$ cat config.mk
export PLATFORM = sky130hd
export DESIGN_NAME = load_store_unit
export DESIGN_NICKNAME = d
export VERILOG_FILES = /design/src/rtl/load_store_unit.sv
export SDC_FILE = /design/constraint.sdc
export NUM_CORES = 1
export LEC_CHECK = 0
export ABC_AREA = 1
export BUFFER_PORTS_ARGS = -buffer_cell sky130_fd_sc_hd__clkbuf_2
export CORE_ASPECT_RATIO = 0.5
export CORE_MARGIN = 2
export CORE_UTILIZATION = 30
export CTS_BUF_LIST = sky130_fd_sc_hd__clkbuf_2 sky130_fd_sc_hd__clkbuf_4 sky130_fd_sc_hd__clkbuf_8
export CTS_CLUSTER_SIZE = 25
export DETAILED_ROUTE_END_ITERATION = 10
export GPL_TIMING_DRIVEN = 0
export SKIP_CTS_REPAIR_TIMING = 1
export SYNTH_ARGS = -nofsm -noshare
export SYNTH_HDL_FRONTEND = slang
export SYNTH_SLANG_ARGS = --single-unit
$ cat constraint.sdc
create_clock -name clock -period 1.84 [get_ports clock]
set_input_delay 0 -clock clock [delete_from_list [all_inputs] [get_ports clock]]
set_output_delay 0 -clock clock [all_outputs]
set_load 0.005 [all_outputs]
$ cat src/rtl/load_store_unit.sv
// Load/store unit between the core and a byte-addressed, word-wide memory (sub-word stores via read-modify-write).
// Optional misalignment rejection is compiled in with `define LSU_MISALIGN_CHECK_EN.
module load_store_unit #(
  parameter int unsigned MEM_BYTES = 64
) (
  input  logic        clock,
  input  logic        reset,
  input  logic        req_valid,
  output logic        req_ready,
  input  logic        req_write,
  input  logic [2:0]  req_funct3,
  input  logic [31:0] req_address,
  input  logic [31:0] req_wdata,
  output logic        resp_valid,
  input  logic        resp_ready,
  output logic [31:0] resp_rdata,
  output logic        resp_error,
  output logic        mem_we,
  output logic [31:0] mem_address,
  output logic [31:0] mem_data_in,
  input  logic [31:0] mem_data_out
);

  typedef enum logic [1:0] {IDLE, READ, WRITE, RESP} state_t;

  localparam logic [31:0] LAST_ADDR = 32'(MEM_BYTES - 4);
  localparam logic [2:0]  F3_W      = 3'b010;

  state_t      state_q, state_d;
  logic        write_q, write_d;
  logic [2:0]  funct3_q, funct3_d;
  logic [31:0] addr_q, addr_d;
  logic [31:0] buf_q, buf_d;
  logic [31:0] rdata_q, rdata_d;
  logic        error_q, error_d;

  function automatic logic is_illegal(input logic w, input logic [2:0] f3,
                                      input logic [31:0] a);
    logic bad;
    bad = (a > LAST_ADDR);
    if (w) bad = bad | (f3 > F3_W);
    else   bad = bad | (f3 == 3'b011) | (f3 == 3'b110) | (f3 == 3'b111);
`ifdef LSU_MISALIGN_CHECK_EN
    // f3[1:0] encodes the access width for every legal load/store code
    if ((f3[1:0] == 2'b01) && a[0])            bad = 1'b1;
    if ((f3[1:0] == 2'b10) && (a[1:0] != 2'b00)) bad = 1'b1;
`endif
    return bad;
  endfunction

  function automatic logic [31:0] load_extend(input logic [2:0] f3, input logic [31:0] rd);
    logic [31:0] r;
    case (f3)
      3'b000:  r = {{24{rd[7]}}, rd[7:0]};
      3'b001:  r = {{16{rd[15]}}, rd[15:0]};
      3'b100:  r = {24'h0, rd[7:0]};
      3'b101:  r = {16'h0, rd[15:0]};
      default: r = rd;
    endcase
    return r;
  endfunction

  function automatic logic [31:0] store_merge(input logic [2:0] f3, input logic [31:0] rd,
                                              input logic [31:0] wd);
    return f3[0] ? {rd[31:16], wd[15:0]} : {rd[31:8], wd[7:0]};
  endfunction

  always_comb begin
    state_d     = state_q;
    write_d     = write_q;
    funct3_d    = funct3_q;
    addr_d      = addr_q;
    buf_d       = buf_q;
    rdata_d     = rdata_q;
    error_d     = error_q;
    req_ready   = 1'b0;
    resp_valid  = 1'b0;
    resp_rdata  = '0;
    resp_error  = 1'b0;
    mem_we      = 1'b0;
    mem_address = '0;
    mem_data_in = '0;
    case (state_q)
      IDLE: begin
        req_ready = 1'b1;
        if (req_valid) begin
          write_d  = req_write;
          funct3_d = req_funct3;
          addr_d   = req_address;
          buf_d    = req_wdata;
          rdata_d  = '0;
          error_d  = 1'b0;
          if (is_illegal(req_write, req_funct3, req_address)) begin
            error_d = 1'b1;
            state_d = RESP;
          end else if (req_write && (req_funct3 == F3_W)) begin
            state_d = WRITE;
          end else begin
            state_d = READ;
          end
        end
      end
      READ: begin
        mem_address = addr_q;
        if (write_q) begin
          buf_d   = store_merge(funct3_q, mem_data_out, buf_q);
          state_d = WRITE;
        end else begin
          rdata_d = load_extend(funct3_q, mem_data_out);
          state_d = RESP;
        end
      end
      WRITE: begin
        mem_we      = 1'b1;
        mem_address = addr_q;
        mem_data_in = buf_q;
        state_d     = RESP;
      end
      RESP: begin
        resp_valid = 1'b1;
        resp_rdata = rdata_q;
        resp_error = error_q;
        if (resp_ready) state_d = IDLE;
      end
      default: state_d = IDLE;
    endcase
    // Outputs are forced quiet the moment reset asserts, before any clock edge.
    if (!reset) begin
      req_ready   = 1'b0;
      resp_valid  = 1'b0;
      resp_rdata  = '0;
      resp_error  = 1'b0;
      mem_we      = 1'b0;
      mem_address = '0;
      mem_data_in = '0;
    end
  end

  always_ff @(posedge clock or negedge reset) begin
    if (!reset) begin
      state_q  <= IDLE;
      write_q  <= 1'b0;
      funct3_q <= '0;
      addr_q   <= '0;
      buf_q    <= '0;
      rdata_q  <= '0;
      error_q  <= 1'b0;
    end else begin
      state_q  <= state_d;
      write_q  <= write_d;
      funct3_q <= funct3_d;
      addr_q   <= addr_d;
      buf_q    <= buf_d;
      rdata_q  <= rdata_d;
      error_q  <= error_d;
    end
  end

endmodule

-- Yosys cells after proc, flatten, opt, wreduce, memory -nomap -nowiden
Cells that the tools add are included.
- bits in registers: 103
- input bits: 104
- output and inout port bits: 100
- logic and storage cells: 74
- magnitude comparators: 2
- equality and inequality tests: 15
- mux-type cells: 32
- bitwise gates (word level): 5
- reduce and logical (&&, ||, !) cells: 11
- operator list (cell ; count):
    32-bit 2-to-1 mux ; 10
    32-bit one-hot mux with 2 select lines ; 2
    32-bit one-hot mux with 4 select lines ; 1
    32-bit by 6-bit > comparator with 1-bit output (second input constant) ; 1
    16-bit 2-to-1 mux ; 1
    1-bit 2-to-1 mux ; 13
    3-bit == test (second input constant) ; 4
    2-bit != test (second input constant) ; 5
    3-bit AND reduction ; 3
    2-bit 2-to-1 mux ; 4
    2-bit one-hot mux with 4 select lines ; 1
    3-bit by 2-bit == test with 1-bit output (second input constant) ; 2
    2-bit == test (second input constant) ; 2
    1-bit OR ; 4
    2-bit AND reduction ; 2
    4-bit AND reduction ; 1
    3-bit by 1-bit == test with 1-bit output (second input constant) ; 1
    3-bit by 2-bit > comparator with 1-bit output (second input constant) ; 1
    3-bit logical NOT ; 1
    2-bit by 1-bit == test with 1-bit output (second input constant) ; 1
    2-bit logical NOT ; 1
    2-bit nonzero test ; 1
    2-bit OR reduction ; 1
    1-bit logical AND ; 1
    1-bit inverter ; 1

-- Logic depth before layout (Yosys ltp)
Gate-level depths: netlist (run 1).
- word-level depth: 10
- depth in mapped cells: 10
- gate-level depth less buffers: 8

-- Least setup slack after synthesis (run 1)
Ideal clock, no wire load.
- path type: register -> register
- from: register state_q[1]
- to: register buf_q[27]
- setup time: 0.130 ns
- arrival time: 1.505 ns
- required time: 1.710 ns
- setup slack: 0.205 ns
- stages on the path, launching flop included: 11
- path buffers: 2
- clock period less this slack: 1.635 ns
- path through: dfrtp_1 > inv_1 > ha_1 > buf_4 > inv_2 > or2_4 > nand2_2 > inv_2 > buf_2 > nor2_1 > a31oi_1
- longest elaborated chain between the ends: 3
- elaborated cells between the ends (all ways): 7
- classes of those cells: 3 x eq/ne; 1 x mux; 3 x reduce/logical
- RTL lines (what ; RTL line ; text):
    from (decl) ; 29 ; state_t state_q, state_d;
    from (signal assigned) ; 149 ; state_q <= state_d;
    2-bit by 1-bit == test with 1-bit output / 2-bit logical NOT (equally long branches) ; 83 ; case (state_q)
    2-bit != test (no line) / 2-bit nonzero test (equally long branches) ; -- ;
    3-bit AND reduction (no line) ; -- ;
    to (signal assigned) ; 153 ; buf_q <= buf_d;
    to (decl) ; 33 ; logic [31:0] buf_q, buf_d;
Several ways; a longest one is shown, not always the timed one.
A chain may end at the register's enable or synchronous reset.

-- Final worst setup path (run 1)
- from: register state_q[1]
- to: register rdata_q[27]
- longest elaborated chain between the ends: 3
- elaborated cells between the ends (all ways): 7
- classes of those cells: 3 x eq/ne; 1 x mux; 3 x reduce/logical
- RTL lines (what ; RTL line ; text):
    2-bit by 1-bit == test with 1-bit output / 2-bit logical NOT (equally long branches) ; 83 ;
    2-bit != test (no line) / 2-bit nonzero test (equally long branches) ; -- ;
    3-bit AND reduction (no line) ; -- ;
    to (signal assigned) ; 154 ; rdata_q <= rdata_d;
    to (decl) ; 34 ; logic [31:0] rdata_q, rdata_d;
Several ways; a longest one is shown, not always the timed one.

==> results of run 1 <==
## stage by stage
stage	cells	area (µm²)	setup slack, ns	hold WS (ns)
after global placement	1115	6521	-1.942	0.2119
after floorplan	678	5213	0.2049	-0.2956
after global routing	1241	7974	-0.03569	-0.2814
final	1241	7974	0.04255	-0.3208
after CTS	1131	6741	-0.3264	-0.2524
after detailed placement	1115	6530	-0.1693	0.1717
## worst min-delay path by stage
stage	startpoint	slack, ns	endpoint
2_1_floorplan	reset	-0.30	addr_q[0]$_DFFE_PN0P_
3_3_place_gp	mem_data_out[3]	0.21	rdata_q[3]$_DFFE_PN0P_
3_5_place_dp	reset	0.17	addr_q[18]$_DFFE_PN0P_
4_1_cts	reset	-0.25	addr_q[18]$_DFFE_PN0P_
5_1_grt	reset	-0.28	addr_q[17]$_DFFE_PN0P_
6_report	reset	-0.32	addr_q[18]$_DFFE_PN0P_
## synth_stat cells (all sizes together)
cell type / count
a21boi: 1
a21oi: 11
a31oi: 17
buf: 14
clkbuf: 20
dfrtp: 103
ha: 5
inv: 115
nand2: 133
nand3: 11
nand4: 2
nor2: 140
nor3: 1
o21ai: 78
o22ai: 26
or2: 1
## layer usage
metal,global-route usage (%),vias to the layer above
met1,21.21,2660
li1,-,2748
met3,4.225,24
met5,0,-
met2,27.86,156
met4,3.995,0
## cell type report
class | instances | area [µm²]
buffer | 34 | 232.7
tap | 234 | 292.8
clock buffer | 9 | 123.9
clock inverter | 7 | 87.58
fill | 1732 | 9213
sequential | 103 | 2579
inverter | 115 | 436.7
timing repair buffer | 313 | 2107
multi-input combinational | 426 | 2115
## cells by family after synthesis
| kind of cell | after synthesis | share of synthesized area [%] |
|---|---|---|
| AOI/OAI and AO/OA | 133 | 15.91 |
| DFF | 103 | 49.45 |
| and+or+nand+nor | 288 | 21.82 |
| buffers and inverters | 149 | 11.62 |
| adders and majority gates | 5 | 1.200 |
## report_power, final
part           leakage (nW)  switching, mW  internal [mW]
combinational          2.72           3.36           2.29
clock                 0.108          0.879          0.661
sequential             1.28          0.362           3.27
total                  4.10           4.60           6.22
## flip-flops by register name, summed over array words and instances (netlist names)
| signal | flops |
|---|---|
| state_q | 2 |
| write_q | 1 |
| buf_q | 32 |
| funct3_q | 3 |
| rdata_q | 32 |
| addr_q | 32 |
| error_q | 1 |
## cells in the final DEF (no fill, tap or decap), types with 3 or more instances in the layout
master / Yosys / final
clkbuf_1: 20 / 9
a31oi_1: 17 / 17
buf_2: 7 / 7
clkbuf_2: 0 / 204
dlygate4sd3_1: 0 / 100
nand2_2: 2 / 3
nand2_1: 130 / 127
dfrtp_1: 103 / 102
a21oi_1: 9 / 9
buf_6: 3 / 7
inv_2: 4 / 5
buf_4: 4 / 16
o22ai_2: 13 / 13
clkbuf_8: 0 / 9
nor2_2: 0 / 5
nand3_1: 11 / 11
o21ai_0: 62 / 62
nand2_4: 1 / 3
o21ai_1: 16 / 14
o22ai_1: 13 / 13
nor2_1: 139 / 134
ha_4: 0 / 3
clkinv_4: 0 / 3
inv_1: 111 / 108
==> impl_results.md, run 1 <==
* Outcome: finished, violations left
* Violated checks: negative hold slack
* Synth top area cells: dfrtp_1, nor2_1, nand2_1, inv_1, o21ai_0
* CTS buffer count at 9
* Tmin final at 1.797 ns
* DRT antenna net count at 0
* Post-Syn Area at 5212 µm²
* Uppermost layer routed: met4
* H-tree levels at 3
* Setup crit end: rdata_q[27]$_DFFE_PN0P_
* Die height at 97.21 µm
* WHS at -0.3208 ns
* RSZ-0062 raised after global routing: yes
* Worst Path Arrival at 2.12 ns
* Worst min path class: in -> async
* NumNets Final at 1111
* Worst path top cell family by delay: buffers and inverters
* Post-synth top area share at 49.45%
* Final setup TNS at 0 ns
* Total grt overflow at 0
* Worst setup path start: state_q[1]$_DFFE_PN0P_
* Final setup violation count at 0
* Share of cells above drive strength 1 at 29.59%
* Worst-skew pair later-pin latency at 0.39 ns
* Clock Tree Buf Depth at 2
* Fin util at 46.40%
* GP Congestion at 0.8248
* Post-detail-place hpwl at 12.04 mm
* Initial antenna violation count at 0
* Max-Cap Viols at 0
* Post-Syn Instances at 678
* Clock transition at the registers of the reported paths at 0.12 ns
* Slew Viols, Final at 0
* Yosys top cell by area: dfrtp_1
* Max VDD drop at 573.5 µV
* WL met3 at 837 µm
* Reg-to-Reg End: rdata_q[27]$_DFFE_PN0P_
* First-pass GRT wire length at 24.18 mm
* Syn avg cell area at 7.688 µm²
* Critical path endpoint category: flop
* Worst path buffer plus inverter count at 5
* Final period utilization at 97.69%
* Gr usage total at 16.52%
* Via density at 4.503
* Routed length per instance at 13.62 µm
* Core area at 17190 µm²
* CP max FO at 8
* P per Cell Area at 1357 nW/µm²
* IO buf count at 203
* Reg-to-reg slack, setup at 0.04 ns
* Vias in the first global route at 4876
* Overall power at 10.82 mW
* Diode count at 0
* Count of unique library cells instantiated by Yosys at 25
* FP Rows at 34
* Drt pass-1 iters at 5
* Area growth, synth to finish at 52.98%
* IO Pins at 204
* Crit path depth at 10
* Max Freq at 0.5563 GHz
* Origin of the critical flop-to-flop path: state_q[1]$_DFFE_PN0P_
* Metal1 wirelength at 7.338 mm
* FF+latch count, synth at 103
* Max stage delay on crit path at 0.43 ns
* Worst-margin pin slew at 0.8325 ns
* CP startpoint kind: flop
* DRT iter0 DRCs at 226
* Crit-path cells: inv_2 -> ha_4 -> buf_6 -> inv_4 -> or2_4 -> nor2_4 -> buf_12 -> buf_4 -> o21ai_1 -> o22ai_2
* P_leak at 4.102 nW
* Crit Path Category: reg -> reg
* Vias at 5588
* Met2 wire len at 8.470 mm
* Final hold vios at 104
* Root Buffer: clkbuf_8
* YS warnings at 0
* Initial core utilization at 30.33%
* Clock Sinks at 103
* Setup Skew at 0.01853 ns
* Worst Reg-to-Reg Cells at 10
* CTS tree: yes
* Final WL at 16.90 mm
* Register area share after synthesis at 49.45%
* CP Data Required Time at 2.16 ns
* Largest net degree at the start of global routing at 108
* Syn nets at 787
* Worst path slowest cell: dfrtp_1
* DRC viols at 0
* Max_slew headroom at 44.50%
* Die footprint at 18510 µm²
* Die width at 190.4 µm
Power figures use the tool's default switching activity.
==> run 2, diff against run 1 <==
REMOVE_ABC_BUFFERS = 1   (was not set)
==> run 2 against run 1 <==
  * The flow finishes with violations (negative hold slack, negative setup slack)
  * Combinational power increased by 22%
  * Via count shrank 0.32%
  * Clock-buffer cell count rose by 3
  * Hold slack better by 0.025 ns
  * Core utilization up 2.4 points
  * Global-route usage decreased by 0.48 points
  * Largest cell class unchanged
  * Largest power group unchanged
==> impl_results.md, run 2 (synthesis gave the netlist of run 1 again) <==
* Worst min path class: in -> async
* Root Buffer: clkbuf_8
* Vias at 5570 (-0.32%)
* Worst setup path start: state_q[0]$_DFFE_PN0P_
* Worst-margin pin slew at 0.8961 ns (+0.06360 ns)
* Worst Reg-to-Reg Cells at 10 (unchanged)
* CP startpoint kind: flop
* Vias in the first global route at 4749 (-2.6%)
* Final period utilization at 104.0% (+6.3 points)
* Sw Ratio at 42.37% (-0.12 points)
* Fill count at 1663 (-4.0%)
* Routed length per instance at 14.53 µm (+6.7%)
* DRT iter0 DRCs at 291 (+29%)
* Clock Tree Buf Depth at 2 (unchanged)
* Clock transition at the registers of the reported paths at 0.12 ns (about the same)
* Drt pass-1 iters at 4 (-1)
* P_leak at 4.213 nW (+2.7%)
* Area growth, synth to finish at 60.95%
* Max-Cap Viols at 0 (unchanged)
* Gr usage total at 16.04% (-0.48 points)
* Initial core utilization at 30.33% (unchanged)
* Crit Path Category: reg -> reg
* CTS tree: yes
* Max stage delay on crit path at 0.46 ns (+0.03 ns)
* Final WL at 17.99 mm (+6.4%)
* Initial antenna violation count at 0 (unchanged)
* Violated checks: negative hold slack, negative setup slack
* Setup Skew at 0.01219 ns (-0.006342 ns)
* IO Pins at 204 (unchanged)
* FP Rows at 34 (unchanged)
* CP max FO at 9 (+1)
* Overall power at 12.22 mW (+13%)
* GP Congestion at 0.7726 (-6.3%)
* Core area at 17190 µm² (unchanged)
* DRC viols at 0 (unchanged)
* NumNets Final at 1108 (-0.27%)
* First-pass GRT wire length at 23.66 mm (-2.2%)
* Cell Area, Placed at 6384 µm² (-2.2%)
* Slack of the critical path at -0.07408 ns (-0.1166 ns)
* Slew Viols, Final at 0 (unchanged)
* Via density at 4.499 (about the same)
* Most common cell after layout, fill and taps aside: clkbuf_2
* CTS buffer count at 9 (unchanged)
* Diode count at 0 (unchanged)
* Most frequent cells in the layout: clkbuf_2, nand2_1, nor2_1
* Post-detail-place hpwl at 9.870 mm (-18%)
* Clock Sinks at 103 (unchanged)
* P per Cell Area at 1457 nW/µm² (+7.4%)
* Max Freq at 0.5224 GHz (-6.1%)
* Die width at 190.4 µm (unchanged)
* Largest net degree at the start of global routing at 108 (unchanged)
* Worst path slowest cell: dfrtp_2
* Register share of total power at 29.9% (-3.7 points)
* Clk network pwr share at 13.9% (-0.3 points)
* Tmin final at 1.914 ns (+0.1166 ns)
* Crit-path cells: buf_4 -> ha_4 -> buf_4 -> buf_4 -> buf_4 -> a21boi_4 -> buf_12 -> buf_4 -> buf_4 -> o22ai_1
* Met2 wire len at 8.937 mm (+5.5%)
* Max VDD drop at 590.9 µV (+3.0%)
* Max_slew headroom at 40.26% (-4.2 points)
* Uppermost layer routed: met4
* Reg-to-reg slack, setup at -0.07 ns (-0.12 ns)
* Die height at 97.21 µm (unchanged)
* CP Data Required Time at 2.12 ns (-0.04 ns)
* DRT antenna net count at 0 (unchanged)
* Outcome: finished, violations left
* WL met3 at 734 µm (-12%)
* Final setup violation count at 27 (+27)
* Design Area, Final at 8389 µm² (+5.2%)
* CP dominant cell by count: buf_4
* Metal1 wirelength at 8.072 mm (+10%)
* Origin of the critical flop-to-flop path: state_q[0]$_DFFE_PN0P_
* Worst-skew pair later-pin latency at 0.38 ns (about the same)
* Internal at 7.045 mW (+13%)
* Worst Path Arrival at 2.20 ns (+0.08 ns)
* Reg-to-Reg End: rdata_q[10]$_DFFE_PN0P_
* Top Registers: addr_q: 32 flops, buf_q: 32 flops, rdata_q: 32 flops
* Critical path endpoint category: flop
* Net switching power at 5.179 mW (+13%)
* RSZ-0062 raised after global routing: yes
* H-tree levels at 3 (unchanged)
* IO buf count at 203 (unchanged)
* Total grt overflow at 0 (unchanged)
* WHS at -0.2960 ns (+0.02479 ns)
* Final hold vios at 103 (-0.96%)
* Die footprint at 18510 µm² (unchanged)
* Share of cells above drive strength 1 at 32.87% (+3.3 points)
* Combinational share of power at 56.2% (+4.0 points)
[run 2: metrics by stage]
step	TNS, ns	hold slack, ns	util [%]	cells	worst slack (ns)
finish	-0.8873	-0.2960	48.81	1238	-0.07408
global route	-6.199	-0.2441	48.81	1238	-0.1352
CTS	-164.84	-0.2421	38.51	1098	-1.871
detailed placement	-152.81	0.1859	37.14	1082	-1.857
global placement	-478.46	0.2144	36.93	1081	-2.608
floorplan	-52.22	-0.2956	-	644	-1.100
[run 2: area by class of cell]
| cell class | instances | area, µm² | share of cell area (%) |
|---|---|---|---|
| Timing Repair inverter | 1 | 8.758 | 0.1044 |
| Clock inverter | 4 | 76.32 | 0.9098 |
| Clock buffer | 12 | 158.9 | 1.894 |
| Timing Repair Buffer | 341 | 2509 | 29.90 |
| Multi-Input combinational cell | 428 | 2296 | 27.37 |
| Inverter | 115 | 467.9 | 5.578 |
| Tap cell | 234 | 292.8 | 3.490 |
| Sequential cell | 103 | 2580 | 30.75 |
[run 2: how the worst max path moves through the flow]
stage | endpoint | slack [ns] | cells past startpoint
floorplan | rdata_q[0]$_DFFE_PN0P_ | -1.10 | 6
global placement | mem_data_in[16] | -2.61 | 4
detailed placement | rdata_q[7]$_DFFE_PN0P_ | -1.86 | 7
CTS | rdata_q[7]$_DFFE_PN0P_ | -1.87 | 7
global route | mem_address[18] | -0.14 | 5
finish | rdata_q[10]$_DFFE_PN0P_ | -0.07 | 10
[run 2: critical path, delay by kind of cell, from the launching register on]
kind | cells | cell delay [ns]
AOI/OAI and AO/OA | 2 | 0.21
adders and majority gates | 1 | 0.21
buffers and inverters | 7 | 0.93
DFF | 1 | 0.46
[run 2: metal layers]
metal / global-route usage, % / up-vias
met5: 0 / -
met4: 3.459 / 0
met3: 3.900 / 23
met2: 26.77 / 128
met1: 21.09 / 2675
li1: - / 2744
[run 2: power groups by stage]
stage,registers (mW),logic [mW],clock network (mW)
after floorplan,3.58,3.13,0
after global placement,3.64,4.61,0
after detailed placement,3.67,4.76,0
after global routing,3.76,7.53,1.86
final,3.65,6.87,1.71
after CTS,3.61,4.78,1.78
